$ cat src/rtl/target_read_responder.sv
`default_nettype none
// ============================================================================
// Module   : target_read_responder
// Purpose  : Target-side responder behind the two-requester shared-access
//            arbiter. Accepts a one-cycle start with an argument word,
//            performs a single byte read over an Avalon-style word memory
//            port and returns the selected byte with a one-cycle finished
//            pulse. A cycle timeout guarantees that finished always arrives.
// Ports    : clk                  - system clock, rising edge
//            reset                - synchronous, active-high
//            i_start              - 1-cycle start pulse from the arbiter
//            i_arguments          - byte address in the low bits, sampled on start
//            o_finished           - 1-cycle completion pulse (DONE state)
//            o_received_data      - returned byte, held until the next accepted start
//            o_error              - last transaction timed out, held like the data
//            o_busy               - any state other than IDLE
//            o_mem_address        - word address latched on start
//            o_mem_read           - read strobe, held while waitrequest is high
//            i_mem_waitrequest    - memory has not yet accepted the read
//            i_mem_readdata       - 32-bit read word
//            i_mem_readdatavalid  - read data strobe
// Revision : 1.0 - initial release
// ============================================================================
module target_read_responder #(
  parameter int ARG_W       = 32,
  parameter int DATA_W      = 8,
  parameter int ADDR_W      = 23,
  parameter int TIMEOUT_CYC = 256
) (
  input  logic              clk,
  input  logic              reset,
  input  logic              i_start,
  input  logic [ARG_W-1:0]  i_arguments,
  output logic              o_finished,
  output logic [DATA_W-1:0] o_received_data,
  output logic              o_error,
  output logic              o_busy,
  output logic [ADDR_W-1:0] o_mem_address,
  output logic              o_mem_read,
  input  logic              i_mem_waitrequest,
  input  logic [31:0]       i_mem_readdata,
  input  logic              i_mem_readdatavalid
);

  localparam int CNT_W = (TIMEOUT_CYC > 1) ? $clog2(TIMEOUT_CYC) : 1;
  localparam logic [CNT_W-1:0] C_CNT_LAST = CNT_W'(TIMEOUT_CYC - 1);

  typedef enum logic [1:0] {
    S_IDLE      = 2'd0,
    S_ISSUE     = 2'd1,
    S_WAIT_DATA = 2'd2,
    S_DONE      = 2'd3
  } state_t;

  state_t              r_state;
  state_t              w_next_state;
  logic [CNT_W-1:0]    r_count;
  logic [1:0]          r_lane;
  logic [DATA_W-1:0]   r_received_data;
  logic                r_error;
  logic [ADDR_W-1:0]   r_mem_address;

  logic                w_in_xfer;
  logic                w_accept;
  logic                w_capture;
  logic                w_timeout;
  logic [DATA_W-1:0]   w_lane_byte;

  // Only bits [ADDR_W+1:0] of the argument carry meaning; the rest are
  // deliberately dropped.
  generate
    if (ARG_W > ADDR_W + 2) begin : g_unused_args
      logic w_unused_args;
      assign w_unused_args = ^i_arguments[ARG_W-1:ADDR_W+2];
    end else begin : g_no_unused_args
    end
  endgenerate

  assign w_in_xfer = (r_state == S_ISSUE) || (r_state == S_WAIT_DATA);
  assign w_accept  = (r_state == S_ISSUE) && !i_mem_waitrequest;

  // Data is only meaningful once the read has been accepted: either in the
  // accepting cycle itself or while waiting for it. Valid strobes seen in
  // IDLE/DONE or before acceptance are stale and ignored.
  assign w_capture = i_mem_readdatavalid && (w_accept || (r_state == S_WAIT_DATA));

  // Captured data in the last allowed cycle beats the timeout.
  assign w_timeout = w_in_xfer && (r_count == C_CNT_LAST) && !w_capture;

  assign w_lane_byte = i_mem_readdata[{r_lane, 3'b000} +: DATA_W];

  // --------------------------------------------------------------------------
  // State register
  // --------------------------------------------------------------------------
  always_ff @(posedge clk) begin
    if (reset) begin
      r_state <= S_IDLE;
    end else begin
      r_state <= w_next_state;
    end
  end

  // --------------------------------------------------------------------------
  // Next state and state-decoded outputs
  // --------------------------------------------------------------------------
  always_comb begin
    w_next_state = r_state;
    o_finished   = 1'b0;
    o_busy       = 1'b1;
    o_mem_read   = 1'b0;
    case (r_state)
      S_IDLE: begin
        o_busy = 1'b0;
        if (i_start) begin
          w_next_state = S_ISSUE;
        end
      end
      S_ISSUE: begin
        o_mem_read = 1'b1;
        if (w_capture || w_timeout) begin
          w_next_state = S_DONE;
        end else if (w_accept) begin
          w_next_state = S_WAIT_DATA;
        end
      end
      S_WAIT_DATA: begin
        if (w_capture || w_timeout) begin
          w_next_state = S_DONE;
        end
      end
      S_DONE: begin
        o_finished   = 1'b1;
        w_next_state = S_IDLE;
      end
      default: begin
        w_next_state = S_IDLE;
      end
    endcase
  end

  // --------------------------------------------------------------------------
  // Transaction datapath
  // --------------------------------------------------------------------------
  always_ff @(posedge clk) begin
    if (reset) begin
      r_count         <= '0;
      r_lane          <= 2'd0;
      r_mem_address   <= '0;
      r_received_data <= '0;
      r_error         <= 1'b0;
    end else begin
      if ((r_state == S_IDLE) && i_start) begin
        r_mem_address <= i_arguments[ADDR_W+1:2];
        r_lane        <= i_arguments[1:0];
        r_count       <= '0;
      end else if (w_in_xfer) begin
        // Never wraps: the transfer leaves ISSUE/WAIT_DATA at C_CNT_LAST.
        r_count <= r_count + CNT_W'(1);
      end

      if (w_capture) begin
        r_received_data <= w_lane_byte;
        r_error         <= 1'b0;
      end else if (w_timeout) begin
        r_received_data <= {DATA_W{1'b1}};
        r_error         <= 1'b1;
      end
    end
  end

  assign o_received_data = r_received_data;
  assign o_error         = r_error;
  assign o_mem_address   = r_mem_address;

endmodule
`default_nettype wire

$ cat config.mk
export PLATFORM = sky130hd
export DESIGN_NAME = target_read_responder
export DESIGN_NICKNAME = d
export VERILOG_FILES = /design/src/rtl/target_read_responder.sv
export SDC_FILE = /design/constraint.sdc
export NUM_CORES = 1
export LEC_CHECK = 0
export CAP_MARGIN = 20
export CORE_UTILIZATION = 39
export DETAILED_ROUTE_END_ITERATION = 10
export GPL_TIMING_DRIVEN = 1
export PLACE_DENSITY = 0.8
export SYNTH_ARGS = -nofsm -noshare
export SYNTH_HDL_FRONTEND = slang
export SYNTH_SLANG_ARGS = --single-unit
$ cat constraint.sdc
create_clock -name clk -period 2.4 [get_ports clk]
set_input_delay 0.36 -clock clk [delete_from_list [all_inputs] [get_ports clk]]
set_output_delay 0.36 -clock clk [all_outputs]
set_load 0.005 [all_outputs]
; Yosys cells after proc, flatten, opt, wreduce, memory -nomap -nowiden
; Index checks and enable logic that the tools add are counted.
[totals]
register_bits = 44
in_bits = 69
output_inout_bits = 35
[op_classes]
n_addsub = 1
n_eq_ne = 7
shift = 1
n_mux = 10
reduce_logical = 15
[ops]
columns = cell, n
row1 = $shiftx 32x6->8, 1
row2 = $mux 8, 2
row3 = $add 8x1->8 const B, 1
row4 = $eq 8x8->1 const B, 1
row5 = $mux 2, 4
row6 = $pmux 2 s4, 1
row7 = $logic_and 1x1->1, 5
row8 = $eq 2x2->1 const B, 2
row9 = $reduce_or 2->1, 2
row10 = $logic_or 1x1->1, 3
row11 = $mux 1, 3
row12 = $ne 3x2->1 const B, 1
row13 = $reduce_and 3->1, 1
row14 = $eq 2x1->1 const B, 1
row15 = $logic_not 1->1, 2
row16 = $logic_not 2->1, 1
row17 = $ne 2x1->1 const B, 1
row18 = $ne 2x2->1 const B, 1
row19 = $reduce_bool 2->1, 1

; Longest topological paths before layout
[depth]
ltp_word = 9
mapped_depth = 8

; Least setup slack after synthesis
; OpenSTA, ideal clock, no wires.
[synth_timing]
kind = reg2reg
start = register r_state[0]
end = register r_state[0]
t_arrival_ns = 1.736
required_time_ns = 2.326
setup_slack_ns = 0.590
path_stages_with_launch = 8
n_path_buf = 1
cell_sequence = dfxtp_1 -> inv_1 -> ha_1 -> buf_6 -> and4_4 -> and2_4 -> or4_1 -> a31oi_1
[synth_lines]
columns = item, line_no
row1 = "start, declared", 55  ; state_t r_state;
row2 = "start signal, assigned", 99  ; r_state <= w_next_state;
row3 = $eq 2x1->1 / $eq 2x2->1 (equally long branches), 79  ; assign w_in_xfer = (r_state == S_ISSUE) || (r_state == S_WAIT_DATA);
row4 = $logic_or 1x1->1 (*), 79
row5 = named net w_in_xfer, 63  ; logic w_in_xfer;
row6 = $logic_and 1x1->1 (*) (2 in series), 88  ; assign w_timeout = w_in_xfer && (r_count == C_CNT_LAST) && !w_capture;
row7 = $logic_or 1x1->1 (*), "120, 127"
row8 = $mux 2 (tied with other cells), 120  ; if (w_capture || w_timeout) begin
row9 = $pmux 2 s4 / $reduce_and 3->1 (equally long branches), --
; Mark *: on every way through the listed nets, which the timed path passes. The rest lies on a longest branch.
; A chain may end at the register's enable or synchronous reset.

; Worst setup path after layout
; Ends and elaborated chain as after synthesis.

==> results.sh <==
export IMPL_status="finished clean"
export IMPL_syn_to_final_growth_pct=55.9
export IMPL_yosys_area_top_type_share=0.452
export IMPL_start_kind="flop"
export IMPL_via_per_inst=4.88
export IMPL_rows=25
export IMPL_top_layer="met4"
export IMPL_maxSlewHeadroom=0.599
export IMPL_syn_area_per_cell_um2=8.66
export IMPL_globalplace_congestion=0.759
export IMPL_fin_crit_ps=2030
export IMPL_worst_pin_slew_ps=597
export IMPL_cts_tree="done"
export IMPL_worst_hold_slack_ps=455
export IMPL_postRouteAntennaNets=0
export IMPL_slowest_stage="or4_1"
export IMPL_io_pins=104
export IMPL_htreeDepth=2
export IMPL_vdd_drop_max_v=0.000347
export IMPL_initial_core_util=0.410
export IMPL_insertion_delay_ps=290
export IMPL_stdcell_area_um2=3040
export IMPL_ys_seq_area_frac=0.452
export IMPL_crit_required_ps=2620
export IMPL_setup_tns_ps=0
export IMPL_die_y_um=72.7
export IMPL_drive_above_1_share=0.0662
export IMPL_cts_root_buf="clkbuf_8"
export IMPL_synth_most_common_cell="nand2_1"
export IMPL_hold_path_class="flop to flop"
export IMPL_post_cts_buffers=0
export IMPL_arrival_ps=2260
export IMPL_grt_setup_unrepaired="no"
export IMPL_max_cap_violations=0
export IMPL_synth_area_top_cells="dfxtp_1 (45%), nand2_1 (10%), mux4_2 (9.2%)"
export IMPL_finalMaxSlewViolations=0
export IMPL_cts_resized=0
export IMPL_routedWlPerCell_um=12.2
export IMPL_drt_wl_total_um=4670
export IMPL_wirelength_met1_um=1680
export IMPL_synthArstFlopShare=0
export IMPL_max_freq_ghz=0.491
export IMPL_dieArea_um2=5280
export IMPL_ys_flop_type="dfxtp_1"
export IMPL_min_period_over_period=0.848
export IMPL_cts_hold_buf=0
export IMPL_diodes=0
export IMPL_report_power_total_mw=2.38
export IMPL_grt_pass1_vias=1811
export IMPL_io_buffers=96
export IMPL_place_area_um2=2960
export IMPL_path_cells="inv_1, ha_1, and4_4, and2_4, or4_1, a31oi_1"
export IMPL_critical_path_class="flop to flop"
export IMPL_route_detailed_drc=0
export IMPL_grt_overflow_total=0
export IMPL_die_w_um=72.7
export IMPL_synth_edf_count=0
export IMPL_yosys_warnings=0
export IMPL_place_hpwl_um=3570
export IMPL_cp_max_fo=11
export IMPL_clockBufferDepth=2
export IMPL_wl_met2_um=2550
export IMPL_crit_path_end_kind="flop"
export IMPL_clock_skew_ps=7.82
export IMPL_power_density_nw_per_um2=784
export IMPL_cts_num_sinks=44
export IMPL_grt_use_total=0.190
export IMPL_antenna_found_initial=0
export IMPL_synth_cells=225
export IMPL_grt_first_pass_wirelength_um=7680
export IMPL_yosysTopAreaCell="dfxtp_1"
export IMPL_ys_types=32
export IMPL_clk_pin_slew_ps=80
export IMPL_synth_nets=300
export IMPL_grt_max_degree=26
export IMPL_synth_seq_cells=44
export IMPL_cts_buffers=5
export IMPL_syn_area_um2=1950
export IMPL_slowest_delay_ps=470
export IMPL_power_leakage_nw=1.11
export IMPL_report_final_setup_viol=0
export IMPL_dr_pass1_iters=4
export IMPL_dr_wl_met3_um=323
export IMPL_hold_viol=0
export IMPL_drt_iter0_markers=60
export IMPL_vias=1875
export IMPL_core_area_um2=4750
export IMPL_nNetsFinal=392
export IMPL_synth_commonest_cells="nand2_1 (52), dfxtp_1 (44), a21oi_1 (28)"
cells in the final DEF (no fill, tap or decap), types with 2 or more instances in the layout:
master / synthesis / layout
mux4_2: 8 / 8
buf_4: 0 / 4
xor2_1: 6 / 6
clkbuf_8: 0 / 5
a21oi_1: 28 / 28
nand3_1: 3 / 3
nand2b_1: 3 / 3
nand4_1: 2 / 2
dfxtp_1: 44 / 44
ha_1: 6 / 6
inv_1: 4 / 4
and2_1: 2 / 2
nor2b_1: 2 / 2
clkdlybuf4s50_1: 0 / 96
nand2_1: 52 / 52
nor2_1: 17 / 17
a22oi_1: 2 / 2
nor3_1: 17 / 17
report_power, final:
| group | internal [mW] | switching [mW] |
|---|---|---|
| clock | 0.197 | 0.242 |
| sequential | 0.864 | 0.103 |
| combinational | 0.548 | 0.426 |
| total | 1.61 | 0.772 |
per-stage QoR:
stage / util / worst slack, ps / std cells
final: 0.639 / 365 / 384
after detailed placement: 0.622 / 405 / 377
after floorplan: - / 590 / 225
after global placement: 0.622 / 458 / 377
after global routing: 0.639 / 264 / 384
after CTS: 0.639 / 379 / 384
flip-flops by register name (all words and copies together), names as in the netlist:
name             cells
o_error              1
o_mem_address       23
o_received_data      8
r_count              8
r_lane               2
r_state              2
cell type report:
type / instances / area (um2)
Tap cell: 67 / 83.8
Clock buffer: 5 / 68.8
Multi-Input combinational cell: 162 / 986
Timing Repair Buffer: 100 / 991
Fill cell: 430 / 1720
Clock inverter: 2 / 12.5
Sequential cell: 44 / 881
Inverter: 4 / 15.0
kinds of logic (layout without fill, tap and decap cells):
| kind of cell | Yosys count | after routing | share of synthesized area |
|---|---|---|---|
| AND/OR/NAND/NOR | 105 | 105 | 0.243 |
| flip-flops | 44 | 44 | 0.452 |
| AO/OA/AOI/OAI | 35 | 35 | 0.0951 |
| buffers and inverters | 19 | 111 | 0.0417 |
| multiplexers | 9 | 9 | 0.0976 |
| XOR/XNOR | 7 | 7 | 0.0315 |
| adder cells (fa/ha/maj) | 6 | 6 | 0.0385 |
routing by layer:
metal / vias to the layer above / global-route usage
met5: - / 0
met4: 0 / 0.100
met3: 10 / 0.0635
met2: 67 / 0.346
met1: 853 / 0.191
li1: 945 / -
final timing paths:
path	from	end	slack [ps]	depth (start not counted)
worst max-delay path	r_state[0]$_SDFFE_PP0P_	r_state[0]$_SDFFE_PP0P_	370	6
worst min-delay path	o_mem_address[7]$_SDFFE_PP0P_	o_mem_address[7]$_SDFFE_PP0P_	460	2
worst max register to register	r_state[0]$_SDFFE_PP0P_	r_state[0]$_SDFFE_PP0P_	370	6
worst min register to register	o_mem_address[7]$_SDFFE_PP0P_	o_mem_address[7]$_SDFFE_PP0P_	460	2
worst max-delay path: cells and delay by family, from the launching register on:
kind / cells / cell delay (ps)
AO/OA/AOI/OAI: 1 / 130
adder cells (fa/ha/maj): 1 / 430
buffers and inverters: 1 / 130
flip-flops: 1 / 420
AND/OR/NAND/NOR: 3 / 860
(Power assumes the default switching activity.)
